### src/rtl/mul_sched_pkg.sv
// Shared constants for the multiplier scheduler: operand/product widths,
// requester id width and FSM state encoding.
package mul_sched_pkg;

  localparam int OP_W     = 32;
  localparam int PROD_W   = 67;
  localparam int MAX_NREQ = 8;
  localparam int ID_W     = $clog2(MAX_NREQ);

  localparam logic [1:0] ST_IDLE  = 2'd0;
  localparam logic [1:0] ST_ISSUE = 2'd1;
  localparam logic [1:0] ST_WAIT  = 2'd2;
  localparam logic [1:0] ST_RESP  = 2'd3;

  // Requester index following g, wrapping modulo n.
  function automatic logic [ID_W-1:0] next_id(input logic [ID_W-1:0] g, input int n);
    return (int'(g) == n - 1) ? '0 : g + 1'b1;
  endfunction

endpackage

### src/rtl/rr_arbiter.sv
// Combinational round-robin pick: first pending requester at or above the
// pointer, wrapping modulo NREQ.
module rr_arbiter
  import mul_sched_pkg::*;
#(
  parameter int NREQ = 2
) (
  input  logic [NREQ-1:0] req_valid,
  input  logic [ID_W-1:0] rr_ptr,
  output logic [NREQ-1:0] grant,
  output logic [ID_W-1:0] grant_idx,
  output logic            grant_any
);

  logic [2*NREQ-1:0] dbl;
  logic [NREQ-1:0]   rot;
  int                idx;

  always_comb begin
    dbl       = {req_valid, req_valid} >> rr_ptr;
    rot       = dbl[NREQ-1:0];
    idx       = 0;
    grant_any = 1'b0;
    grant     = '0;
    // rot[k] is requester (rr_ptr + k) mod NREQ
    for (int k = 0; k < NREQ; k++) begin
      if (!grant_any && rot[k]) begin
        grant_any = 1'b1;
        idx       = int'(rr_ptr) + k;
        if (idx >= NREQ) idx = idx - NREQ;
      end
    end
    for (int j = 0; j < NREQ; j++) begin
      grant[j] = grant_any && (j == idx);
    end
    grant_idx = ID_W'(idx);
  end

endmodule

### src/rtl/mul_scheduler.sv
// Shares one multiplier core among NREQ requesters in round-robin order,
// with a watchdog on the core's done pulse and a valid/ready response.
module mul_scheduler
  import mul_sched_pkg::*;
#(
  parameter int NREQ    = 2,
  parameter int TIMEOUT = 64
) (
  input  logic                     clk,
  input  logic                     rst,
  input  logic [NREQ-1:0]          req_valid,
  input  logic [NREQ*OP_W-1:0]     req_x,
  input  logic [NREQ*OP_W-1:0]     req_y,
  output logic [NREQ-1:0]          req_ready,
  output logic                     mul_start,
  output logic signed [OP_W-1:0]   mul_x,
  output logic signed [OP_W-1:0]   mul_y,
  input  logic                     mul_done,
  input  logic signed [PROD_W-1:0] mul_product,
  output logic [NREQ-1:0]          resp_valid,
  input  logic [NREQ-1:0]          resp_ready,
  output logic signed [PROD_W-1:0] resp_product,
  output logic                     resp_err,
  output logic                     busy
);

  localparam int CNT_W = $clog2(TIMEOUT);

  logic [1:0]             state;
  logic [ID_W-1:0]        rr_ptr;
  logic [ID_W-1:0]        id;
  logic [CNT_W-1:0]       wd_cnt;
  logic [NREQ-1:0]        grant;
  logic [ID_W-1:0]        grant_idx;
  logic                   grant_any;
  logic signed [OP_W-1:0] x_sel;
  logic signed [OP_W-1:0] y_sel;
  logic                   resp_acc;

  rr_arbiter #(.NREQ(NREQ)) u_arb (
    .req_valid (req_valid),
    .rr_ptr    (rr_ptr),
    .grant     (grant),
    .grant_idx (grant_idx),
    .grant_any (grant_any)
  );

  always_comb begin
    x_sel = '0;
    y_sel = '0;
    for (int i = 0; i < NREQ; i++) begin
      if (grant_idx == ID_W'(i)) begin
        x_sel = req_x[i*OP_W +: OP_W];
        y_sel = req_y[i*OP_W +: OP_W];
      end
    end
  end

  always_comb begin
    resp_valid = '0;
    if (state == ST_RESP) begin
      for (int i = 0; i < NREQ; i++) begin
        resp_valid[i] = (id == ID_W'(i));
      end
    end
  end

  // Only the winner's ready bit can complete the response.
  assign resp_acc  = |(resp_valid & resp_ready);
  assign req_ready = (state == ST_IDLE && !rst) ? grant : '0;
  assign busy      = (state != ST_IDLE);

  always_ff @(posedge clk or posedge rst) begin
    if (rst) begin
      state        <= ST_IDLE;
      rr_ptr       <= '0;
      id           <= '0;
      wd_cnt       <= '0;
      mul_start    <= 1'b0;
      mul_x        <= '0;
      mul_y        <= '0;
      resp_product <= '0;
      resp_err     <= 1'b0;
    end else begin
      mul_start <= 1'b0;
      case (state)
        ST_IDLE: begin
          if (grant_any) begin
            mul_x     <= x_sel;
            mul_y     <= y_sel;
            id        <= grant_idx;
            rr_ptr    <= next_id(grant_idx, NREQ);
            mul_start <= 1'b1;
            state     <= ST_ISSUE;
          end
        end
        ST_ISSUE: begin
          wd_cnt <= '0;
          state  <= ST_WAIT;
        end
        ST_WAIT: begin
          // done takes priority over a same-cycle timeout
          if (mul_done) begin
            resp_product <= mul_product;
            resp_err     <= 1'b0;
            state        <= ST_RESP;
          end else if (wd_cnt == CNT_W'(TIMEOUT - 1)) begin
            resp_product <= '0;
            resp_err     <= 1'b1;
            state        <= ST_RESP;
          end else begin
            wd_cnt <= wd_cnt + 1'b1;
          end
        end
        ST_RESP: begin
          if (resp_acc) state <= ST_IDLE;
        end
        default: state <= ST_IDLE;
      endcase
    end
  end

endmodule
### config.mk
export PLATFORM = sky130hd
export DESIGN_NAME = mul_scheduler
export DESIGN_NICKNAME = d
export VERILOG_FILES = /design/src/rtl/mul_sched_pkg.sv /design/src/rtl/rr_arbiter.sv /design/src/rtl/mul_scheduler.sv
export SDC_FILE = /design/constraint.sdc
export NUM_CORES = 1
export LEC_CHECK = 0
export CAP_MARGIN = 20
export CELL_PAD_IN_SITES_DETAIL_PLACEMENT = 0
export CELL_PAD_IN_SITES_GLOBAL_PLACEMENT = 2
export CORE_AREA = 2 2 177 179
export CTS_BUF_LIST = sky130_fd_sc_hd__clkbuf_4 sky130_fd_sc_hd__clkbuf_8 sky130_fd_sc_hd__clkbuf_16
export CTS_CLUSTER_SIZE = 25
export DETAILED_ROUTE_END_ITERATION = 10
export DIE_AREA = 0 0 179 181
export PLACE_DENSITY = 0.87
export SLEW_MARGIN = 20
export SYNTH_ARGS = -nofsm -noshare
export SYNTH_HDL_FRONTEND = slang
export SYNTH_HIERARCHICAL = 1
export SYNTH_SLANG_ARGS = --single-unit
### constraint.sdc
create_clock -name clk -period 7.5 [get_ports clk]
set_input_delay 1.875 -clock clk [delete_from_list [all_inputs] [get_ports clk]]
set_output_delay 1.875 -clock clk [all_outputs]
set_load 0.05 [all_outputs]
**Word level (Yosys, flattened, before mapping)**

Cells that the tools add are included.

- Add/sub/neg operators: 5
- $lt $le $gt $ge: 2
- Equal/unequal tests: 13
- Shift-type cells: 1
- Mux-type cells: 27
- Bitwise operators: 1
- Reduce and logical (&&, ||, !) cells: 18

Operators by type and width:

| cell | number |
|---|---|
| 2-to-1 mux 32 bit | 8 |
| 2-to-1 mux 67 bit | 2 |
| equality test 2 x 32 -> 1 bit, first input constant | 1 |
| greater-or-equal comparator 32 x 3 -> 1 bit, second input constant | 1 |
| logical NOT 32 bit | 1 |
| subtractor 32 x 3 -> 32 bit, second input constant | 1 |
| 2-to-1 mux 2 bit | 6 |
| 2-to-1 mux 6 bit | 2 |
| one-hot mux 6 bit (2 select lines) | 1 |
| != test 2 bit, second input constant | 4 |
| one-hot mux 2 bit (4 select lines) | 1 |
| adder 6 x 1 -> 6 bit, second input constant | 1 |
| equality test 3 x 1 -> 1 bit, second input constant | 2 |
| equality test 6 bit, second input constant | 1 |
| logical NOT 3 bit | 2 |
| 2-to-1 mux 1 bit | 6 |
| AND reduction 3 bit | 2 |
| nonzero test 2 bit | 3 |
| adder 3 x 1 -> 4 bit, second input constant | 1 |
| equality test 2 bit, second input constant | 2 |
| logical AND 1 bit | 4 |
| AND reduction 2 bit | 2 |
| right shift 4 x 3 -> 2 bit | 1 |
| subtractor 3 x 2 -> 4 bit, second input constant | 1 |
| other kinds (10) | 11 |

- Register bits: 147
- Logic and storage cells: 76

**Longest topological paths before layout**

Gate-level depths: netlist of run 1.

- Word-level depth: 8
- Gate-level depth with buffers: 11

**Modules after synthesis**

The synthesis of run 1 kept the hierarchy.

Modules (own cells, without submodules):

| module | times used | cells each | area an instance (um^2) | seq. area each (um^2) |
|---|---|---|---|---|
| mul_scheduler | 1 | 661 | 6301.0 | 3678.5 |
| rr_arbiter | 1 | 43 | 341.6 | 0.0 |

**Worst setup path before layout of run 1**

No wires, ideal clock.

- Path type: input-to-output
- From: input port rst
- To: output port req_ready[0]
- Arrival: 5.762 ns
- Data required time: 5.625 ns
- Setup slack: -0.137 ns
- Cell stages on the path: 2
- Path buffers: 0
- Cell sequence: inv_1 -> and3_1

- Word-level cells in the longest chain between the ends: 3

RTL lines:

| what | RTL line | source |
|---|---|---|
| from (decl) | mul_scheduler.sv:10 | `input logic rst,` |
| logical NOT 1 bit (no line) | - |  |
| logical AND 1 bit | mul_scheduler.sv:70 | `assign req_ready = (state == ST_IDLE && !rst) ? grant : '0;` |
| 2-to-1 mux 2 bit | mul_scheduler.sv:70 |  |
| to (decl) | mul_scheduler.sv:14 | `output logic [NREQ-1:0] req_ready,` |

No other way between the ends.

**Final worst setup path of run 1**

- From: input port req_valid[1]
- To: output port req_ready[1]

- Word-level cells in the longest chain between the ends: 8
- Elaborated cells on any way between the ends: 10
- Those cells by class: eq/ne: 1; shift: 1; mux: 5; reduce/logical: 3

RTL lines:

| what | RTL line | source |
|---|---|---|
| from (decl) | mul_scheduler.sv:11 | `input logic [NREQ-1:0] req_valid,` |
| right shift 4 x 3 -> 2 bit (*) | rr_arbiter.sv:20 | `dbl = {req_valid, req_valid} >> rr_ptr;` |
| 2-to-1 mux 1 bit | rr_arbiter.sv:27 | `if (!grant_any && rot[k]) begin` |
| logical NOT 1 bit | rr_arbiter.sv:27 |  |
| logical AND 1 bit | rr_arbiter.sv:27 |  |
| 2-to-1 mux 32 bit | rr_arbiter.sv:27 |  |
| equality test 2 x 32 -> 1 bit | rr_arbiter.sv:34 | `grant[j] = grant_any && (j == idx);` |
| logical AND 1 bit (*) | rr_arbiter.sv:34 |  |
| net grant[1] | mul_scheduler.sv:33 | `logic [NREQ-1:0] grant;` |
| 2-to-1 mux 2 bit (*) | mul_scheduler.sv:70 |  |

The timed path passes the listed nets; every way through them passes the cells marked *.

==> summary.txt, run 1 <==
Global route
  – Initial antenna violation count: 0
  – Largest net degree at the start of global routing: 83
  – First-pass GRT wire length: 34800 µm
  – GR Overflow Total: 0
  – Gr usage total: 13.9%
  – Vias in the first global route: 6133

Timing
  – Final hold vios: 0
  – Max-slew violations: 0
  – RSZ-0062 raised after global routing: no
  – Clock Skews: 11.3 ps
  – Max Fclk: 158 MHz
  – Final Critical Period: 6330 ps
  – Worst rel slew slack: 35.7%
  – Crit share post-route: 84.3%
  – Setup_tns: 0 ps
  – Final setup fails: 0
  – Worst slew pin tran: 962 ps

Layout
  – Share of cells above drive strength 1: 5.81%
  – Fillers: 3105
  – Area of the multi-input gates: 0.00270 mm²
  – Core Util, Final: 36.2%
  – Inserted Diodes: 0
  – Area Growth Syn to Fin: 65.3%
  – Net count, final: 1236
  – Register area: 0.00368 mm²

Synth
  – Main synth FF type: dfrtp_1
  – Synthesized Nets: 919
  – Synth cell count leaders: dfrtp_1, nand2_1, a21oi_1, nor2_1, o21ai_0
  – Yosys warnings: 6
  – Post-synth EDFFs: 0
  – Post-Syn Instances: 704
  – Synth unique cells: 53
  – Top cells by area, synth: dfrtp_1, nand2_1, a22oi_1
  – Syn_area_per_cell: 9.44 µm²
  – Netlist Area Pre-Place: 0.00664 mm²
  – Post-synthesis sequential area ratio: 55.4%
  – Ys async rst share: 100%
  – Post-synth top area share: 55.4%
  – Count leader, synth: dfrtp_1
  – Post-synthesis register bit count: 147
  – Largest area contributor in the netlist: dfrtp_1

CTS
  – Sink Count: 147
  – Longest Clk Path Bufs: 2
  – Skew-Pair Late Insertion Delay: 420 ps
  – Post-CTS Repair Setup Buffers: 0
  – Post-CTS Hold Fix Bufs: 0
  – Cts repair resizes: 0
  – H-tree level count: 4
  – CTS tree: yes
  – Number of buffers created by CTS: 17
  – Root Buffer Master: clkbuf_16
  – Clock transition at path regs: 60 ps

Drt
  – DRC viols: 0
  – Vias post-DR: 6185
  – Antenna-violating nets left: 0
  – Vias per inst: 4.33
  – Total Wirelength: 23100 µm
  – Drt wl/cell: 16.2 µm
  – Router iterations before antenna repair: 4
  – Drt first-iter violations: 246

Floorplanning
  – Die area: 0.0324 mm²
  – Initial Util: 21.9%
  – Row count: 64
  – Core Box Area: 0.0303 mm²
  – Die Height: 181 µm
  – Die X: 179 µm
  – IO Count: 340

Worst setup path
  – Slowest cell delay on critical path: 800 ps
  – Most used cell along the critical path: clkdlybuf4s50_1
  – Critical Setup Path Class: input port to output pin
  – CP bufs+invs: 2
  – CP endpoint kind: output pin
  – CP max FO: 5
  – CP max-delay cell: clkdlybuf4s50_1
  – Worst EP required: 5620 ps
  – Critical path arrival: 4450 ps
  – Crit-path cells: clkdlybuf4s50_1 -> and4bb_1 -> o21ai_2 -> or3b_1 -> o211ai_2 -> nor4_1 -> and3_1 -> clkdlybuf4s50_1
  – CP Launch Type: input port
  – Delay-heaviest family, CP: buffers and inverters

Power
  – Flop pwr share: 25.2%
  – PD cells: 508 mW/mm²
  – Leakage Power: 4.52 nW
  – Switching share of total power: 50.2%
  – Clk network pwr share: 15.5%
  – Pint: 2.78 mW
  – Worst VDD drop: 255 µV
  – Combinational fraction of design power: 59.3%
  – NetSw: 2.80 mW

Run status
  – Outcome: completed

Place
  – PortBufs: 339
  – GP Congestion: 0.745
  – Post-DP HPWL: 16400 µm

Min path
  – Worst min path class: flop to flop

Flow run
  – Max cap viols: 0
==> sequential cells by signal, summed over array words and instances (netlist names) <==
name	cells
resp_product	67
mul_x	32
mul_y	32
wd_cnt	6
id	3
rr_ptr	3
state	2
mul_start	1
resp_err	1
==> power groups by stage <==
| stage | sequential, mW | combinational, mW | clock (mW) |
|---|---|---|---|
| after detailed placement | 1.41 | 3.35 | 0 |
| after global routing | 1.46 | 3.55 | 0.931 |
| after CTS | 1.41 | 3.35 | 0.897 |
| after global placement | 1.40 | 3.33 | 0 |
| final | 1.40 | 3.31 | 0.863 |
| after floorplan | 2.60 | 1.01 | 0 |
==> through the flow <==
stage                     setup WS (ps)  total power [mW]  std cells  cell area, µm²  hold WS, ps
after floorplan                     956              3.60        704            6650          487
after global placement             1180              4.73       1398           10400          476
after global routing               1060              5.94       1429           11000          545
after detailed placement           1180              4.76       1398           10400          495
final                              1170              5.58       1429           11000          508
after CTS                          1160              5.66       1429           11000          518
==> layout by cell type (no fill, tap or decap), drive strengths merged, types with 2 or more instances in the layout <==
| master | count |
|---|---|
| nor3 | 3 |
| nand3b | 2 |
| and2 | 2 |
| clkbuf | 19 |
| xnor2 | 2 |
| clkinvlp | 4 |
| clkdlybuf4s50 | 339 |
| buf | 10 |
| ha | 13 |
| a211oi | 2 |
| nor2 | 71 |
| clkinv | 5 |
| a22oi | 64 |
| nor3b | 3 |
| nand3 | 5 |
| a21oi | 71 |
| inv | 16 |
| bufinv | 2 |
| nor4 | 3 |
| o211ai | 2 |
| nand2b | 4 |
| nand2 | 144 |
| mux2 | 4 |
| o21ai | 73 |
| mux2i | 4 |
| dfrtp | 147 |
| and3 | 2 |
==> path summary, 6_finish.rpt <==
check                                         to  depth (start not counted)  slack (ps)          from
worst max register to register         mul_x[18]                         10        4380     rr_ptr[0]
max in group asynchronous              mul_y[19]                          4        4360           rst
worst min register to register          resp_err                          1         510      resp_err
min in group asynchronous       resp_product[50]                          3        1960           rst
worst min-delay path                    resp_err                          1         510      resp_err
worst max-delay path                req_ready[1]                          8        1170  req_valid[1]
==> cell type report <==
cell class	count	share of cell area, %
flip-flops and latches	147	33.5
repair buffers	349	31.6
multi-input cells	491	24.6
well taps	396	4.51
clock buffers	19	4.07
clock inverters	12	1.21
inverters	15	0.547
==> worst register-to-register path, cell delays in order, from the launching register on <==
cell	delay [ps]
dfrtp_1	510
inv_1	110
ha_1	210
nand2b_1	110
nand2_1	90
xnor2_1	140
o32ai_1	800
nor3b_2	100
buf_4	350
a22oi_1	440
a21oi_1	110
==> routing by layer <==
metal	routed length [µm]	share of wire [%]	GRT usage, %
met1	9760	42	17.2
met2	10500	46	22.3
met3	2630	11	5.64
met4	194	0.84	3.71
met5	0	0	0
==> cells by family after synthesis <==
kind of cell	Yosys count	share of synthesized area (%)
buffers and inverters	66	4.29
DFF	147	55.4
AOI/OAI and AO/OA	221	20.0
muxes	8	1.34
xor gates and xnor gates	3	0.678
and+or+nand+nor	246	15.9
adders and majority gates	13	2.45
Power figures use the tool's default switching activity.
==> run 2: changes to the inputs <==
==> constraint.sdc (replaced) <==
create_clock -name clk -period 6.2 [get_ports clk]
set_input_delay 1.55 -clock clk [delete_from_list [all_inputs] [get_ports clk]]
set_output_delay 1.55 -clock clk [all_outputs]
set_load 0.05 [all_outputs]
==> run 2 against run 1 <==
Net effect: final cell count about the same; utilization about the same; critical path depth unchanged; flip-flop and latch count is the same; sequential share of layout area barely moved; combinational power up 21%; register-to-register slack worse by 1300 ps; die area unchanged; power is 20% higher; critical endpoint is now req_ready[0].
==> summary.txt, run 2 (synthesized netlist as in run 1, its figures left out) <==
CTS
  – Clock transition at path regs: 60 ps (about the same)
  – Root Buffer Master: clkbuf_16
  – Post-CTS Repair Setup Buffers: 0 (unchanged)
  – Skew-Pair Late Insertion Delay: 420 ps (about the same)
  – Number of buffers created by CTS: 17 (unchanged)
  – Sink Count: 147 (unchanged)
  – H-tree level count: 4 (unchanged)
  – Longest Clk Path Bufs: 2 (unchanged)
  – CTS tree: yes
  – Cts repair resizes: 0 (unchanged)
  – Post-CTS Hold Fix Bufs: 0 (unchanged)

Power
  – Pint: 3.34 mW (+20%)
  – Switching share of total power: 50.4% (+0.14 points)
  – PD cells: 612 mW/mm² (+21%)
  – NetSw: 3.38 mW (+21%)
  – Leakage Power: 4.52 nW (about the same)
  – Worst VDD drop: 252 µV (-1.4%)
  – Post-layout power: 6.72 mW (+20%)
  – Clk network pwr share: 15.0% (-0.5 points)
  – Combinational fraction of design power: 59.7% (+0.4 points)
  – Flop pwr share: 25.3% (about the same)

Min path
  – Worst min path class: flop to flop

Worst setup path
  – CP endpoint kind: output pin
  – Critical path arrival: 4110 ps (-340 ps)
  – CP max FO: 5 (unchanged)
  – Worst EP required: 4650 ps (-970 ps)
  – Critical Setup Path Class: input port to output pin
  – CP Launch Type: input port

Layout
  – Net count, final: 1236 (unchanged)
  – Commonest non-fill, non-tap cell in the layout: clkdlybuf4s50_1
  – Largest register FFs: 67 (unchanged)
  – Most flops, register: resp_product
  – Largest regs: resp_product (67), mul_x (32), mul_y (32)
  – Share of cells above drive strength 1: 6.00% (+0.19 points)
  – Inserted Diodes: 0 (unchanged)
  – Area Growth Syn to Fin: 65.2% (about the same)
  – Commonest cells after routing, fill and taps aside: clkdlybuf4s50_1, dfrtp_1, nand2_1
  – Core Util, Final: 36.2% (about the same)

Place
  – GP Congestion: 0.769 (+3.2%)
  – PortBufs: 339 (unchanged)
  – Post-DP HPWL: 16100 µm (-1.7%)

Drt
  – Vias post-DR: 6262 (+1.2%)
  – Antenna-violating nets left: 0 (unchanged)
  – Router iterations before antenna repair: 4 (unchanged)
  – Total Wirelength: 23000 µm (-0.60%)
  – DRC viols: 0 (unchanged)
  – Vias per inst: 4.38 (+1.2%)
  – Drt first-iter violations: 249 (+1.2%)
  – Drt wl/cell: 16.1 µm (-0.67%)

Timing
  – RSZ-0062 raised after global routing: no
  – Worst rel slew slack: 33.4% (-2.3 points)
  – Final Critical Period: 5660 ps
  – Final hold vios: 0 (unchanged)
  – Final setup fails: 0 (unchanged)
  – Setup_tns: 0 ps (unchanged)
  – Crit share post-route: 91.3%
  – Max-slew violations: 0 (unchanged)
  – Clock Skews: 9.97 ps (-1.38 ps)
  – Worst slew pin tran: 996 ps (+34.8 ps)
  – Max Fclk: 177 MHz

Floorplanning
  – Row count: 64 (unchanged)
  – Core Box Area: 0.0303 mm² (unchanged)
  – Die Height: 181 µm (unchanged)
  – Initial Util: 21.9% (unchanged)
  – IO Count: 340 (unchanged)
  – Die X: 179 µm (unchanged)
  – Die area: 0.0324 mm² (unchanged)

Global route
  – First-pass GRT wire length: 34300 µm (-1.4%)
  – Initial antenna violation count: 2 (+2)
  – Gr usage total: 13.8% (-0.14 points)
  – Vias in the first global route: 6089 (-0.72%)
  – GR Overflow Total: 0 (unchanged)
  – Largest net degree at the start of global routing: 146 (+76%)

Run status
  – Outcome: completed

Flow run
  – Max cap viols: 0 (unchanged)
==> run 2: cell types whose count changed in the layout (fill, tap and decap cells not counted) <==
cell and delta:
buf_12 +1, clkinv_4 +1, clkdlybuf4s50_1 -1, bufinv_16 -1
clkinv_2 +1, inv_6 -1, clkbuf_8 +1
==> run 2: path summary, 6_finish.rpt <==
| path | startpoint | end | slack [ps] | cells past startpoint |
|---|---|---|---|---|
| min in group asynchronous | rst | state[0] | 1390 | 2 |
| worst min-delay path | resp_err | resp_err | 490 | 1 |
| max in group asynchronous | rst | mul_x[30] | 3760 | 3 |
| worst min register to register | resp_err | resp_err | 490 | 1 |
| worst max-delay path | req_valid[1] | req_ready[0] | 540 | 8 |
| worst max register to register | rr_ptr[0] | mul_y[5] | 3090 | 10 |
==> run 2: power by group through the flow <==
stage | combinational (mW) | clock, mW | sequential (mW)
final | 4.01 | 1.01 | 1.70
after floorplan | 1.22 | 0 | 3.14
after global placement | 4.04 | 0 | 1.70
after CTS | 4.06 | 1.05 | 1.71
after detailed placement | 4.05 | 0 | 1.72
after global routing | 4.31 | 1.10 | 1.77
==> run 2: area by class of cell <==
| type | instances | area [µm²] |
|---|---|---|
| fillers | 3085 | 19400 |
| flip-flops and latches | 147 | 3680 |
| repair buffers | 349 | 3480 |
| multi-input cells | 491 | 2700 |
| well taps | 396 | 495 |
| clock buffers | 20 | 460 |
| clock inverters | 12 | 108 |
| inverters | 15 | 60.1 |
==> run 2: worst max-delay path, stage by stage <==
cell and delay, ps:
clkdlybuf4s50_1 540, and4bb_1 240, o21ai_2 210, or3b_1 170
o211ai_2 90, nor4_1 290, and3_1 200, clkdlybuf4s50_1 810
==> run 2: metrics by stage <==
stage	std cells	hold WS, ps	setup WS [ps]	instance area, µm²
detailed placement	1398	485	528	10400
finish	1430	494	541	11000
floorplan	704	487	306	6650
global placement	1398	474	536	10400
global route	1430	523	437	11000
CTS	1430	499	523	11000
==> run 2: metal layers <==
layer  global-route usage [%]  vias to the layer above  share of wire [%]
met4                     3.58                        2               0.91
met3                     6.84                       12                 13
met1                     16.9                     2924                 41
met2                     21.4                      273                 45
met5                        0                        -              0.057
li1                         -                     3051                  -
==> run 3: changes to the inputs <==
==> constraint.sdc (replaced) <==
create_clock -name clk -period 5.4 [get_ports clk]
set_input_delay 1.35 -clock clk [delete_from_list [all_inputs] [get_ports clk]]
set_output_delay 1.35 -clock clk [all_outputs]
set_load 0.05 [all_outputs]
==> run 3 against run 2 <==
Net effect: clock-buffer cell count up 1; power increased by 18%; utilization rose by 0.38 points; design area is 1.1% higher; worst hold slack lost 4.4 ps; critical endpoint is now req_ready[1]; largest power group unchanged.
==> summary.txt, run 3 (synthesized netlist as in run 1, its figures left out) <==
Run status
  – Outcome: completed

Min path
  – Worst min path class: flop to flop
  – Min-delay src: resp_err

CTS
  – Post-CTS Hold Fix Bufs: 0 (unchanged)
  – Sink Count: 147 (unchanged)
  – Post-CTS Repair Setup Buffers: 0 (unchanged)
  – CTS tree: yes
  – Root Buffer Master: clkbuf_16
  – Longest Clk Path Bufs: 2 (unchanged)
  – H-tree level count: 4 (unchanged)
  – Skew-Pair Late Insertion Delay: 420 ps (about the same)
  – Number of buffers created by CTS: 17 (unchanged)
  – Cts repair resizes: 0 (unchanged)
  – Clock transition at path regs: 60 ps (about the same)

Layout
  – Area Growth Syn to Fin: 67.0%
  – Inserted Diodes: 0 (unchanged)
  – Net count, final: 1238 (+0.16%)
  – Most flops, register: resp_product
  – Post-route cell area: 0.0111 mm² (+1.1%)
  – Share of cells above drive strength 1: 6.27% (+0.28 points)
  – Commonest cells after routing, fill and taps aside: clkdlybuf4s50_1, dfrtp_1, nand2_1
  – Largest register FFs: 67 (unchanged)
  – Commonest non-fill, non-tap cell in the layout: clkdlybuf4s50_1
  – Core Util, Final: 36.6% (+0.38 points)
  – Largest regs: resp_product (67), mul_x (32), mul_y (32)

Timing
  – Max Fclk: 215 MHz
  – RSZ-0062 raised after global routing: no
  – Crit share post-route: 86.2%
  – Worst slew pin tran: 911 ps (-85.6 ps)
  – Final hold vios: 0 (unchanged)
  – WHS: 490 ps (-4.35 ps)
  – Setup ws final: 745 ps (+204 ps)
  – Final setup fails: 0 (unchanged)
  – Setup_tns: 0 ps (unchanged)
  – Final Critical Period: 4650 ps
  – Worst rel slew slack: 39.3% (+5.9 points)
  – Max-slew violations: 0 (unchanged)
  – Clock Skews: 10.1 ps (+0.174 ps)

Worst setup path
  – Critical path arrival: 3300 ps (-810 ps)
  – Crit-path cells: clkdlybuf4s50_1 -> and4bb_1 -> o21ai_2 -> or3b_1 -> o211ai_2 -> nor4_1 -> and3_1 -> buf_12
  – CP Launch Type: input port
  – Critical Setup Path Class: input port to output pin
  – CP max FO: 5 (unchanged)
  – CP bufs+invs: 2 (unchanged)
  – Slowest cell delay on critical path: 560 ps (-250 ps)
  – Delay-heaviest family, CP: simple AND/OR/NAND/NOR gates
  – CP max-delay cell: clkdlybuf4s50_1
  – Flop-to-flop setup slack: 2480 ps (-610 ps)
  – FF-to-FF Start: rr_ptr[0]
  – Worst EP required: 4050 ps (-600 ps)
  – CP endpoint kind: output pin
  – Crit. Startpoint: req_valid[1]

Global route
  – Gr usage total: 13.9% (+0.17 points)
  – Vias in the first global route: 6280 (+3.1%)
  – Initial antenna violation count: 0 (-2)
  – First-pass GRT wire length: 34900 µm (+1.8%)
  – Largest net degree at the start of global routing: 132 (-9.6%)
  – GR Overflow Total: 0 (unchanged)

Drt
  – Vias per inst: 4.34 (-0.81%)
  – Vias post-DR: 6220 (-0.67%)
  – Drt first-iter violations: 335 (+35%)
  – Antenna-violating nets left: 0 (unchanged)
  – Total Wirelength: 23100 µm (+0.67%)
  – DRC viols: 0 (unchanged)
  – Router iterations before antenna repair: 4 (unchanged)
  – Drt wl/cell: 16.1 µm (+0.53%)

Power
  – PD cells: 714 mW/mm² (+17%)
  – Worst VDD drop: 359 µV (+43%)
  – Leakage Power: 4.56 nW (+0.85%)

Floorplanning
  – Die Height: 181 µm (unchanged)
  – Die area: 0.0324 mm² (unchanged)
  – IO Count: 340 (unchanged)
  – Core Box Area: 0.0303 mm² (unchanged)
  – Row count: 64 (unchanged)
  – Die X: 179 µm (unchanged)
  – Initial Util: 21.9% (unchanged)

Place
  – Post-DP HPWL: 16600 µm (+2.9%)
  – GP Congestion: 0.775 (+0.87%)
  – Placed cell areas: 0.0105 mm² (+0.60%)
  – Post-place setup slack: 769 ps (+242 ps)
  – PortBufs: 339 (unchanged)

Flow run
  – Max cap viols: 0 (unchanged)
## run 3: changes by cell type in the layout (fill, tap and decap cells not counted)
cell and delta:
buf_12 +4, buf_4 -1, bufinv_16 +2, clkbuf_4 +1, clkdlybuf4s50_1 -1, clkinv_2 -4, clkinvlp_4 +2, inv_6 -1
## run 3: area by class of cell
cell class	instances	area, µm²
timing repair buffer	351	3540
tap	396	495
fill	3081	19300
inverter	15	60.1
clock buffer	21	468
clock inverter	11	154
multi-input combinational	491	2700
sequential	147	3680
## run 3: path summary, 6_finish.rpt
check / to / depth (start not counted)
worst max-delay path: req_ready[1] / 8
worst min-delay path: resp_err / 1
worst max register to register: mul_y[22] / 9
worst min register to register: resp_err / 1
max in group asynchronous: mul_x[4] / 3
min in group asynchronous: resp_product[25] / 2
## run 3: per-stage QoR
stage	instances	total power, mW
2_1_floorplan	704	5.01
3_3_place_gp	1400	6.68
3_5_place_dp	1400	6.72
4_1_cts	1432	8.04
5_1_grt	1432	8.43
6_report	1432	7.92
## run 3: routing by layer
metal | wire (µm) | track usage, % | vias to the layer above
li1 | - | - | 3064
met1 | 9420 | 16.3 | 2869
met2 | 10700 | 23.1 | 270
met3 | 2690 | 5.77 | 17
met4 | 303 | 4.10 | 0
met5 | 0 | 0 | -
## run 3: where the power goes
group	internal, mW	switching (mW)	total, mW	leakage [nW]
sequential	1.63	0.323	1.95	1.77
clock	0.765	0.514	1.28	0.289
combinational	1.59	3.10	4.69	2.50
total	3.98	3.94	7.92	4.56
